[config.mk]
export PLATFORM = sky130hd
export DESIGN_NAME = ace_txn_deallocator
export DESIGN_NICKNAME = d
export VERILOG_FILES = /design/src/rtl/ace_txn_deallocator.sv
export SDC_FILE = /design/constraint.sdc
export NUM_CORES = 1
export LEC_CHECK = 0
export BUFFER_PORTS_ARGS = -buffer_cell sky130_fd_sc_hd__buf_4
export CORE_MARGIN = 3
export CORE_UTILIZATION = 45
export CTS_CLUSTER_DIAMETER = 100
export DETAILED_ROUTE_END_ITERATION = 8
export PLACE_DENSITY = 0.66
export SETUP_SLACK_MARGIN = 0.2
export SLEW_MARGIN = 20
export SYNTH_ARGS = -nofsm -noshare
export SYNTH_HDL_FRONTEND = slang
export SYNTH_SLANG_ARGS = --single-unit
export TNS_END_PERCENT = 10
[constraint.sdc]
create_clock -name clk -period 4.83 [get_ports clk]
set_clock_uncertainty 0.2 [all_clocks]
set_input_delay 0.7245 -clock clk [delete_from_list [all_inputs] [get_ports clk]]
set_output_delay 0.7245 -clock clk [all_outputs]
set_load 0.03 [all_outputs]
[src/rtl/ace_txn_deallocator.sv]
// ace_txn_deallocator
// Return path of the ACE transaction allocator. It tracks every descriptor
// from allocation to completion and then retires it:
//   - RAM regions go back to the address allocator (addr_avail);
//   - descriptors go back to the descriptor allocator (desc_avail).
// RD/WR channels retire in allocation order through an index FIFO. SN
// channels have fixed RAM slots, so they retire the lowest DONE index first.
// Optional feature: define ACE_DEALLOC_ERR_CHK_EN to get the sticky
// err_dbl_alc / err_spur_cmpl flags. Without it both flags are tied to 0.
module ace_txn_deallocator #(
    parameter string CHANNEL_TYPE = "RD",
    parameter int    MAX_DESC     = 16,
    parameter int    IDX_W        = $clog2(MAX_DESC)
) (
    input  logic                clk,
    input  logic                resetn,
    input  logic                alc_valid,
    input  logic [IDX_W-1:0]    alc_idx,
    input  logic                cmpl_valid,
    input  logic [IDX_W-1:0]    cmpl_idx,
    output logic [MAX_DESC-1:0] desc_avail,
    output logic [MAX_DESC-1:0] addr_avail,
    output logic [IDX_W:0]      outstanding,
    output logic                err_dbl_alc,
    output logic                err_spur_cmpl
);

    typedef enum logic [1:0] {
        ST_FREE = 2'd0,
        ST_BUSY = 2'd1,
        ST_DONE = 2'd2
    } desc_st_e;

    localparam bit IS_SN = (CHANNEL_TYPE == "SN");

    desc_st_e         state_q [MAX_DESC];
    logic             fifo_full;
    logic             alc_ok;
    logic             cmpl_ok;
    logic             retire_vld;
    logic [IDX_W-1:0] retire_idx;

    // Legality is judged against the registered state, so same-cycle events never see each other.
    // An allocation and a completion on the same FREE index therefore make the completion spurious.
    assign alc_ok  = alc_valid && (state_q[alc_idx] == ST_FREE) && !fifo_full;
    assign cmpl_ok = cmpl_valid && (state_q[cmpl_idx] == ST_BUSY);

    // Per-descriptor lifecycle. Retire (DONE), allocate (FREE) and complete (BUSY)
    // each need a different current state, so they never target the same index in one cycle.
    // NOTE: state_q must be reset because FREE is its meaning at start-up; the
    // order FIFO storage further down is left unreset, since only entries between
    // the pointers are ever read.
    always_ff @(posedge clk or negedge resetn) begin
        if (!resetn) begin
            for (int i = 0; i < MAX_DESC; i++) begin
                state_q[i] <= ST_FREE;
            end
        end else begin
            // NOTE: sequential state always uses non-blocking assignments so every
            // block sees the pre-edge values regardless of evaluation order.
            if (retire_vld) state_q[retire_idx] <= ST_FREE;
            if (alc_ok)     state_q[alc_idx]    <= ST_BUSY;
            if (cmpl_ok)    state_q[cmpl_idx]   <= ST_DONE;
        end
    end

    generate
        if (IS_SN) begin : g_sn
            assign fifo_full = 1'b0;

            // Select the lowest-index DONE descriptor; fixed RAM slots make order irrelevant.
            always_comb begin
                // NOTE: defaults first so every path assigns both outputs and no latch is inferred.
                retire_vld = 1'b0;
                retire_idx = '0;
                for (int i = MAX_DESC - 1; i >= 0; i--) begin
                    if (state_q[i] == ST_DONE) begin
                        retire_vld = 1'b1;
                        retire_idx = IDX_W'(i);
                    end
                end
            end
        end else begin : g_fifo
            logic [IDX_W-1:0] fifo_mem [MAX_DESC];
            logic [IDX_W:0]   wr_ptr_q;
            logic [IDX_W:0]   rd_ptr_q;
            logic             fifo_empty;
            logic [IDX_W-1:0] head_idx;

            // The extra pointer bit tells full from empty when the low bits match.
            assign fifo_empty = (wr_ptr_q == rd_ptr_q);
            assign fifo_full  = (wr_ptr_q[IDX_W] != rd_ptr_q[IDX_W]) &&
                                (wr_ptr_q[IDX_W-1:0] == rd_ptr_q[IDX_W-1:0]);
            assign head_idx   = fifo_mem[rd_ptr_q[IDX_W-1:0]];

            // Only the oldest allocation may retire; later DONE entries wait for it.
            assign retire_vld = !fifo_empty && (state_q[head_idx] == ST_DONE);
            assign retire_idx = head_idx;

            // Push on accepted allocation, pop on retire; both may happen together.
            always_ff @(posedge clk or negedge resetn) begin
                if (!resetn) begin
                    wr_ptr_q <= '0;
                    rd_ptr_q <= '0;
                end else begin
                    if (alc_ok)     wr_ptr_q <= wr_ptr_q + (IDX_W+1)'(1);
                    if (retire_vld) rd_ptr_q <= rd_ptr_q + (IDX_W+1)'(1);
                end
            end

            // Record allocation order.
            always_ff @(posedge clk) begin
                if (alc_ok) fifo_mem[wr_ptr_q[IDX_W-1:0]] <= alc_idx;
            end
        end
    endgenerate

    // Registered allocator-facing outputs and the in-flight count.
    always_ff @(posedge clk or negedge resetn) begin
        if (!resetn) begin
            desc_avail  <= '1;
            addr_avail  <= '0;
            outstanding <= '0;
        end else begin
            addr_avail <= '0;
            if (retire_vld) begin
                addr_avail[retire_idx] <= 1'b1;
                desc_avail[retire_idx] <= 1'b1;
            end
            if (alc_ok) desc_avail[alc_idx] <= 1'b0;
            case ({alc_ok, retire_vld})
                2'b10:   outstanding <= outstanding + (IDX_W+1)'(1);
                2'b01:   outstanding <= outstanding - (IDX_W+1)'(1);
                default: outstanding <= outstanding;
            endcase
        end
    end

`ifdef ACE_DEALLOC_ERR_CHK_EN
    // Sticky error flags: set on the first illegal event and held until reset.
    always_ff @(posedge clk or negedge resetn) begin
        if (!resetn) begin
            err_dbl_alc   <= 1'b0;
            err_spur_cmpl <= 1'b0;
        end else begin
            if (alc_valid && !alc_ok)   err_dbl_alc   <= 1'b1;
            if (cmpl_valid && !cmpl_ok) err_spur_cmpl <= 1'b1;
        end
    end
`else
    assign err_dbl_alc   = 1'b0;
    assign err_spur_cmpl = 1'b0;
`endif

endmodule

==> flow_summary.toml, run 1 <==
[route]
via_count = 4696
ant_nets = 0
routed.top_layer = "met4"
vias_per_cell = 5.87
drc = 0
wirelength_mm = 15.9
avgRoutedWirePerCell_um = 19.9
met2_wirelength_mm = 7.60
wl_met1_mm = 6.83
drt_first_pass_iters = 5
wl_met3_mm = 1.13
drt_iter0_drc = 436

[cells_and_area]
drive_gt1_frac = 0.253
area_delta_synth_final_pct = 18.7
n_antenna_cell = 0
final_nets = 627

[placement]
place_congestion = 0.914
hpwl_mm = 11.1
place.port_buffers = 48

[yosys]
synthTopCellsByCount = "edfxtp_1, dfrtp_1, nor2_1, inv_1, nand2_1"
synth.most_common_cell = "edfxtp_1"
ys_ff_latch = 143
synth_edf_count = 64
postSynthAreaPerCell_um2 = 12.3
yosys.area.top_type = "edfxtp_1"
yosysSeqAreaShare = 0.585
netlist_area_um2 = 6700
syn_inst = 544
synth_top_area_share = 0.287
synth_area_leaders = "edfxtp_1, dfrtp_1, dfstp_2"
synthArstFlopShare = 0.552
yosys_warnings = 0
ys_types = 68
synth-main-ff-cell = "edfxtp_1"

[setup_path]
endpoint_kind = "flop"
crit_type = "flop to flop"
crit_arrival_ns = 4.54
startpoint_type = "flop"
crit_required_ns = 4.98
path_max_fanout = 7

[timing]
setup_tns_ns = 0
fmax_ghz = 0.228
setup_viol_count_final = 0
fin_crit_ns = 4.39
grt_setup_unrepaired = "no"
maxSlewHeadroom = 0.263
hold_slack_ns = 0.0193
worstMarginPinSlew_ns = 1.10
slew_viol_final = 0
finalHoldViolations = 0
fin_crit_sh = 0.909

[power_and_ir_drop]
power_uw = 6340
leakagePower_uw = 0.00320
power.clock.fraction = 0.208
p_sw_frac = 0.408
p_sw_uw = 2590
ir_drop_mv = 0.870
comb_power_share = 0.474
internal_power_uw = 3750
seqPwrFrac = 0.318
p_per_area_nw_per_um2 = 796

[flow_run]
drv_cap = 0

[floorplanning]
core_um2 = 14200
ios = 51
start_util = 0.472
design.die.area_um2 = 16400
die_y_um = 128
rows = 43
dieWidth_um = 128

[clock_network]
cts_buffer_depth = 2
clock-sinks = 143
cts_tree = "done"
clk_pin_slew_worst_paths_ns = 0.07
clkLatencyLatePin_ns = 0.43
cts_root_buf = "clkbuf_16"
cts_inserted_buffers = 17
htreeDepth = 4

[global_routing]
overflow = 0
antenna_found_initial = 0
grt_usage = 0.206
grt_max_degree = 80
grt_pass1_wl_mm = 25.8
grt_pass1_vias = 4739

[outcome]
status = "completed"

[worst_hold_path]
hp-class = "input pin to asynchronous set/reset pin"
[power groups by stage]
stage	clock network, µW	logic [µW]	registers (µW)
4_1_cts	1340	2830	2000
3_5_place_dp	0	2810	2020
2_1_floorplan	0	1900	2130
5_1_grt	1400	3270	2050
6_report	1320	3000	2010
3_3_place_gp	0	2740	2000
[critical path: stages (launching register included)]
cell,delay (ns)
dfrtp_1,0.39
buf_6,0.17
mux4_2,0.53
o211ai_2,0.18
and2_2,0.23
buf_4,0.15
a211oi_1,0.05
a221o_1,0.29
a221o_2,0.44
nor2_4,0.21
ha_4,0.21
xor2_1,0.18
ha_2,0.22
nor2b_2,0.16
a22oi_1,0.12
o32a_1,0.31
nor2_1,0.11
xor2_1,0.14
[path summary, 6_finish.rpt]
kind,to,cells after the start,slack (ns),start
min reg2reg,desc_avail[5]$_DFF_PN1_,2,0.27,desc_avail[5]$_DFF_PN1_
min in group clk,desc_avail[5]$_DFF_PN1_,2,0.27,desc_avail[5]$_DFF_PN1_
min,addr_avail[0]$_DFF_PN0_,1,0.02,resetn
max,outstanding[4]$_DFFE_PN0P_,17,0.44,g_fifo.rd_ptr_q[1]$_DFFE_PN0N_
max in group asynchronous,desc_avail[14]$_DFF_PN1_,2,3.77,resetn
max reg2reg,outstanding[4]$_DFFE_PN0P_,17,0.44,g_fifo.rd_ptr_q[1]$_DFFE_PN0N_
[area by class of cell]
| class | count | area [µm²] |
|---|---|---|
| flip-flops and latches | 143 | 3920 |
| clock buffers | 18 | 429 |
| well taps | 180 | 225 |
| repair buffers | 68 | 534 |
| clock inverters | 14 | 170 |
| inverters | 31 | 116 |
| fillers | 1203 | 6250 |
| multi-input cells | 346 | 2560 |
[what timing repair did]
action | in CTS | in global routing
hold buffers | 0 | 0
resized for setup | 3 | 10
endpoints found under the setup margin | 1 | 1
buffers inserted | 0 | 5
pin swaps | 0 | 1
[placed cells by master, fill, tap and decap left out, drive strengths merged, types with 3 or more instances in the layout]
master	synthesis	layout
o31ai	3	3
buf	12	68
a211oi	5	5
a21oi	20	20
o2111ai	6	6
and2	4	4
o21a	5	5
mux2i	17	17
o21ai	15	15
a31oi	15	15
o211ai	5	5
nor4	5	5
edfxtp	64	64
dfrtp	63	63
xor2	12	12
o22a	12	12
dfstp	16	16
xnor2	7	7
nor2	63	63
clkbuf	13	18
and3	5	5
nand2	22	22
nor3	21	21
inv	31	40
o22ai	9	9
a221oi	3	3
o32a	4	4
ha	8	8
nand3	9	9
nand2b	10	10
mux2	6	6
nor3b	11	11
mux4	14	14
nor2b	8	8
[metal layers]
layer  vias to the layer above  GRT usage
met3                        32     0.0521
met1                      2337      0.279
met5                         -          0
met2                       190      0.321
met4                         0     0.0805
li1                       2137          -
[per-stage QoR]
step / worst slack [ns] / std cells / utilization / instance area (µm²)
4_1_cts: 0.225 / 794 / 0.553 / 7860
6_report: 0.437 / 800 / 0.560 / 7960
3_5_place_dp: 0.121 / 762 / 0.511 / 7260
3_3_place_gp: 0.354 / 762 / 0.511 / 7260
2_1_floorplan: 0.427 / 545 / - / 6710
5_1_grt: 0.179 / 800 / 0.560 / 7960
[flip-flops by register name, summed over array words and instances (netlist names)]
register         count
g_fifo.wr_ptr_q      5
g_fifo.fifo_mem     64
state_q             32
outstanding          5
addr_avail          16
g_fifo.rd_ptr_q      5
desc_avail          16
[cells by family (layout without fill, tap and decap cells)]
family | count (synthesis) | after routing | share of synthesized area
other | 1 | 2 | 0.000559
buffers and inverters | 56 | 131 | 0.0386
AND/OR/NAND/NOR | 166 | 166 | 0.127
adder cells (fa/ha/maj) | 8 | 8 | 0.0149
multiplexers | 37 | 37 | 0.0859
flip-flops | 143 | 143 | 0.585
AO/OA/AOI/OAI | 114 | 114 | 0.124
XOR/XNOR | 19 | 19 | 0.0248
Note: power is estimated with default switching activity, not from simulation.
==> run 2, diff against run 1 <==
- ABC_AREA: unset -> 1
- PLACE_DENSITY: 0.66 -> 0.65
==> run 2 against run 1 <==
Against the previous run:
- non-clock buffer count fell by 12
- flip-flop and latch count did not move
- cell area up 8.1%
- routed wire length increased by 28%
- via count rose by 35%
==> flow_summary.toml, run 2 <==
[clock_network]
htreeDepth = 4
cts_buffer_depth = 2
cts_setup_buffers = 0
cts_inserted_buffers = 17
clk_pin_slew_worst_paths_ns = 0.06
cts_tree = "done"
clock-sinks = 143
clkLatencyLatePin_ns = 0.42
cts_root_buf = "clkbuf_16"

[timing]
slew_viol_final = 0
setup_tns_ns = 0
setup_viol_count_final = 0
fin_crit_ns = 4.05
fmax_ghz = 0.247
grt_setup_unrepaired = "no"
maxSlewHeadroom = 0.594
fin_crit_sh = 0.838
worstMarginPinSlew_ns = 0.610
finalHoldViolations = 0

[outcome]
status = "completed"

[setup_path]
cpPeakStageDelay_ns = 0.40
slowest_stage = "dfrtp_1"
crit_type = "flop to flop"
crit_arrival_ns = 4.19
cp_common_cell = "nand2_1"
endpoint_kind = "flop"
path_max_fanout = 35
startpoint_type = "flop"
rrSetupSlack_ns = 0.78
crit_required_ns = 4.97

[route]
drt_first_pass_iters = 6
avgRoutedWirePerCell_um = 16.9
via_count = 6360
drt_iter0_drc = 591
wirelength_mm = 20.4
ant_nets = 0
drc = 0
vias_per_cell = 5.29

[yosys]
synthTopCellsByCount = "nand2_1, nor2_1, inv_1, edfxtp_1, dfrtp_1"
synth_top_area_share = 0.255
yosys_warnings = 0
synth.most_common_cell = "nand2_1"
syn_inst = 929
synth_edf_count = 64
postSynthAreaPerCell_um2 = 8.11
synth-main-ff-cell = "edfxtp_1"
yosysSeqAreaShare = 0.520
netlist_area_um2 = 7530
synthArstFlopShare = 0.552
yosys.area.top_type = "edfxtp_1"
ys_ff_latch = 143
synth_area_leaders = "edfxtp_1, dfrtp_1, nand2_1"
ys_types = 37

[floorplanning]
design.die.area_um2 = 18300
ios = 51
start_util = 0.467
core_um2 = 16100
die_y_um = 135
rows = 46
dieWidth_um = 135

[flow_run]
drv_cap = 0

[global_routing]
grt_usage = 0.231
grt_max_degree = 50
antenna_found_initial = 0
grt_pass1_wl_mm = 32.9
overflow = 0
grt_pass1_vias = 6097

[worst_hold_path]
hp-class = "input pin to asynchronous set/reset pin"

[placement]
place.port_buffers = 48
place_congestion = 1.02
hpwl_mm = 14.1

[cells_and_area]
drive_gt1_frac = 0.123
largest_reg_flops = 64
fill_cells = 1538
area_delta_synth_final_pct = 14.2
mostFrequentLayoutCells = "nand2_1, nor2_1, inv_1, edfxtp_1, dfrtp_1"
final_common_cell = "nand2_1"
final_nets = 994
n_antenna_cell = 0
-- run 2: changes by cell type after synthesis, moves of 12 or more --
cell,change
nand2_1,+228
buf_2,+18
o21ai_0,+33
mux2i_1,-16
nor2_1,+74
o22a_1,-12
nand3_1,+38
o21ai_1,+14
clkbuf_1,-12
nand4_1,+32
a21oi_1,-17
inv_1,+103
a31oi_1,-15
-- run 2: critical path: cells and delay by family (launching register included) --
family                   cells  cell delay (ns)
AND/OR/NAND/NOR             15             1.45
flip-flops                   1             0.40
AO/OA/AOI/OAI                2             0.39
buffers and inverters        5             0.70
XOR/XNOR                     2             0.38
adder cells (fa/ha/maj)      2             0.43
-- run 2: kinds of logic after synthesis --
group / after synthesis / share of synthesized area
AND/OR/NAND/NOR: 490 / 0.272
buffers and inverters: 174 / 0.0989
flip-flops: 143 / 0.520
other: 1 / 0.000498
AO/OA/AOI/OAI: 96 / 0.0753
XOR/XNOR: 17 / 0.0198
adder cells (fa/ha/maj): 8 / 0.0133
-- run 2: final cells by class --
cell class / instances / area, µm² / share of cell area
multi-input cells: 613 / 2870 / 0.334
inverters: 143 / 542 / 0.0630
flip-flops and latches: 143 / 3920 / 0.456
repair buffers: 56 / 424 / 0.0493
well taps: 216 / 270 / 0.0314
clock inverters: 14 / 145 / 0.0169
clock buffers: 18 / 429 / 0.0499
-- run 2: path summary, 6_finish.rpt --
check / start / to / depth (start not counted)
min in group clk: desc_avail[3]$_DFF_PN1_ / desc_avail[3]$_DFF_PN1_ / 2
worst max register to register: g_fifo.rd_ptr_q[0]$_DFFE_PN0N_ / outstanding[4]$_DFFE_PN0P_ / 26
worst min register to register: desc_avail[3]$_DFF_PN1_ / desc_avail[3]$_DFF_PN1_ / 2
max in group asynchronous: resetn / g_fifo.wr_ptr_q[4]$_DFFE_PN0N_ / 2
worst min-delay path: resetn / addr_avail[1]$_DFF_PN0_ / 1
worst max-delay path: g_fifo.rd_ptr_q[0]$_DFFE_PN0N_ / outstanding[4]$_DFFE_PN0P_ / 26
-- run 2: layer usage --
metal	GRT usage	share of wire
met5	0	0
met4	0.0577	0.010
met3	0.0628	0.072
met2	0.343	0.45
met1	0.338	0.47
-- run 2: stage by stage --
| step | cells | util | instance area, µm² | hold slack [ns] | setup WS, ns |
|---|---|---|---|---|---|
| after CTS | 1203 | 0.533 | 8600 | 0.0783 | 0.718 |
| after global routing | 1203 | 0.534 | 8600 | 0.0966 | 0.252 |
| final | 1203 | 0.534 | 8600 | 0.0770 | 0.782 |
| after detailed placement | 1171 | 0.498 | 8020 | 0.255 | 0.714 |
| after floorplan | 930 | - | 7530 | 0.229 | 1.29 |
| after global placement | 1171 | 0.498 | 8020 | 0.252 | 0.749 |
-- run 2: repair_timing --
item                                   4_1_cts  5_1_grt
setup endpoints to repair                    0        1
endpoints found under the hold margin        0        0
resized for setup                            0        1
hold buffers                                 0        0
Power of run 2 is not shown: default switching activity piles up to over one toggle a cycle in this logic, so the estimate is an artifact.
==> run 3, diff against run 2 <==
- clock period: 4.83 -> 4 ns (I/O delays scaled with it)
==> run 3 against run 2 <==
Against the previous run:
- fmax grew 17%
- critical path type unchanged
- clock-buffer cell count shrank 1
- global-route usage grew 0.41 points
- routed wire length grew 3.0%
- non-clock buffer count grew 9
- utilization grew 0.90 points
- first-iteration DRC count grew 12%
- hold slack lost 0.072 ns
- sequential share of layout area shrank 0.74 points
- register-to-register slack lost 0.23 ns
- worst setup slack lost 0.23 ns
- die area is the same
==> flow_summary.toml, run 3 (synthesis gave the netlist of run 2 again) <==
[cells_and_area]
final_nets = 1004
seq_area_um2 = 3920
drive_gt1_frac = 0.138
largest_reg_flops = 64
n_antenna_cell = 0
multiInputGateArea_um2 = 2920
final_common_cell = "nand2_1"
fill_cells = 1537
mostFrequentLayoutCells = "nand2_1, inv_1, nor2_1, edfxtp_1"
area_delta_synth_final_pct = 16.1

[timing]
grt_setup_unrepaired = "no"
fin_crit_ns = 3.45
fmax_ghz = 0.290
setup_viol_count_final = 0
maxSlewHeadroom = 0.506
finalHoldViolations = 0
fin_crit_sh = 0.863
setup_tns_ns = 0
worstMarginPinSlew_ns = 0.742
slew_viol_final = 0

[setup_path]
startpoint_type = "flop"
path_max_fanout = 16
crit_type = "flop to flop"
slowest_stage = "dfrtp_2"
endpoint_kind = "flop"
path_cells = "clkinv_2 -> nor2_1 -> o211ai_1 -> nand3_1 -> nand3_2 -> nor2_1 -> nand2_1 -> nand2_1 -> nor2_4 -> nand3_2 -> inv_4 -> ha_4 -> xor2_2 -> ha_1 -> a21oi_1 -> nor2_1 -> inv_1 -> o32ai_1 -> o311ai_1 -> xnor2_1"
crit_arrival_ns = 3.56
crit_required_ns = 4.11
cpPeakStageDelay_ns = 0.45
cp_common_cell = "nor2_1"

[route]
avgRoutedWirePerCell_um = 17.3
ant_nets = 0
drc = 0
via_count = 6433
wirelength_mm = 21.0
drt_first_pass_iters = 5
drt_iter0_drc = 663
vias_per_cell = 5.30

[global_routing]
met2_usage = 0.354
grt_usage = 0.235
antenna_found_initial = 0
use_met3 = 0.0646
grt_pass1_vias = 6101
grt_util_met1 = 0.335
grt-busiest-layer = "met2"
grt_pass1_wl_mm = 32.9
grt_max_degree = 80
overflow = 0

[clock_network]
clock-sinks = 143
hold_buffers = 0
cts_root_buf = "clkbuf_16"
cts_tree = "done"
htreeDepth = 4
clkLatencyLatePin_ns = 0.43
cts_inserted_buffers = 17
cts_buffer_depth = 2
clk_pin_slew_worst_paths_ns = 0.06

[floorplanning]
dieWidth_um = 135
start_util = 0.467
design.die.area_um2 = 18300
die_y_um = 135
rows = 46
core_um2 = 16100
ios = 51

[flow_run]
drv_cap = 0

[outcome]
status = "completed"

[placement]
place.port_buffers = 48
hpwl_mm = 14.5
place_congestion = 1.02

[worst_hold_path]
hp-class = "input pin to asynchronous set/reset pin"
run 3: cell count changes in the layout (fill, tap and decap cells not counted), sizes merged:
cell,previous run,this run
buf,56,65
inv,141,143
clkbuf,18,17
clkinv,8,7
clkinvlp,6,7
run 3: worst max-delay path, delay by kind of cell, from the launching register on:
| family | cells | cell delay, ns |
|---|---|---|
| xor+xnor | 2 | 0.31 |
| flops | 1 | 0.45 |
| buf+inv | 3 | 0.38 |
| fa+ha+maj | 2 | 0.34 |
| simple gates | 9 | 1.19 |
| compound gates | 4 | 0.45 |
run 3: what timing repair did:
action / CTS / global route
gates resized for setup: 0 / 16
hold endpoints to repair: 0 / 0
buffers inserted: 0 / 2
setup endpoints to repair: 0 / 3
run 3: per-layer routing:
| metal | routed length (µm) | vias to the layer above |
|---|---|---|
| met4 | 414 | 0 |
| met3 | 1920 | 42 |
| met5 | 0 | - |
| li1 | - | 3091 |
| met1 | 9260 | 3020 |
| met2 | 9370 | 280 |
run 3: worst paths after layout:
check                                          startpoint                             end  slack, ns  cells after the start
hold / removal                                     resetn         addr_avail[6]$_DFF_PN0_      0.005                      1
setup / recovery           g_fifo.rd_ptr_q[0]$_DFFE_PN0N_      outstanding[4]$_DFFE_PN0P_       0.55                     20
max in group asynchronous                          resetn  g_fifo.rd_ptr_q[1]$_DFFE_PN0N_       3.08                      1
min in group clk                  desc_avail[3]$_DFF_PN1_         desc_avail[3]$_DFF_PN1_       0.26                      2
hold reg to reg                   desc_avail[3]$_DFF_PN1_         desc_avail[3]$_DFF_PN1_       0.26                      2
setup reg to reg           g_fifo.rd_ptr_q[0]$_DFFE_PN0N_      outstanding[4]$_DFFE_PN0P_       0.55                     20
run 3: area by class of cell:
cell class | instances | share of cell area
multi-input combinational | 613 | 0.333
clock inverter | 15 | 0.0185
timing repair buffer | 65 | 0.0575
inverter | 143 | 0.0622
clock buffer | 17 | 0.0486
tap | 216 | 0.0309
sequential | 143 | 0.448
timing repair inverter | 1 | 0.000572
run 3: per-stage QoR:
step | std cells | util | cell area, µm² | worst slack [ns] | hold WS, ns
floorplan | 930 | - | 7530 | 0.463 | 0.104
global placement | 1178 | 0.501 | 8070 | 0.332 | 0.252
detailed placement | 1178 | 0.501 | 8070 | 0.240 | 0.252
CTS | 1210 | 0.537 | 8660 | 0.226 | 0.200
global route | 1213 | 0.543 | 8740 | 0.204 | 0.0560
finish | 1213 | 0.543 | 8740 | 0.549 | 0.00521
Power of run 3 is left out for the same reason.
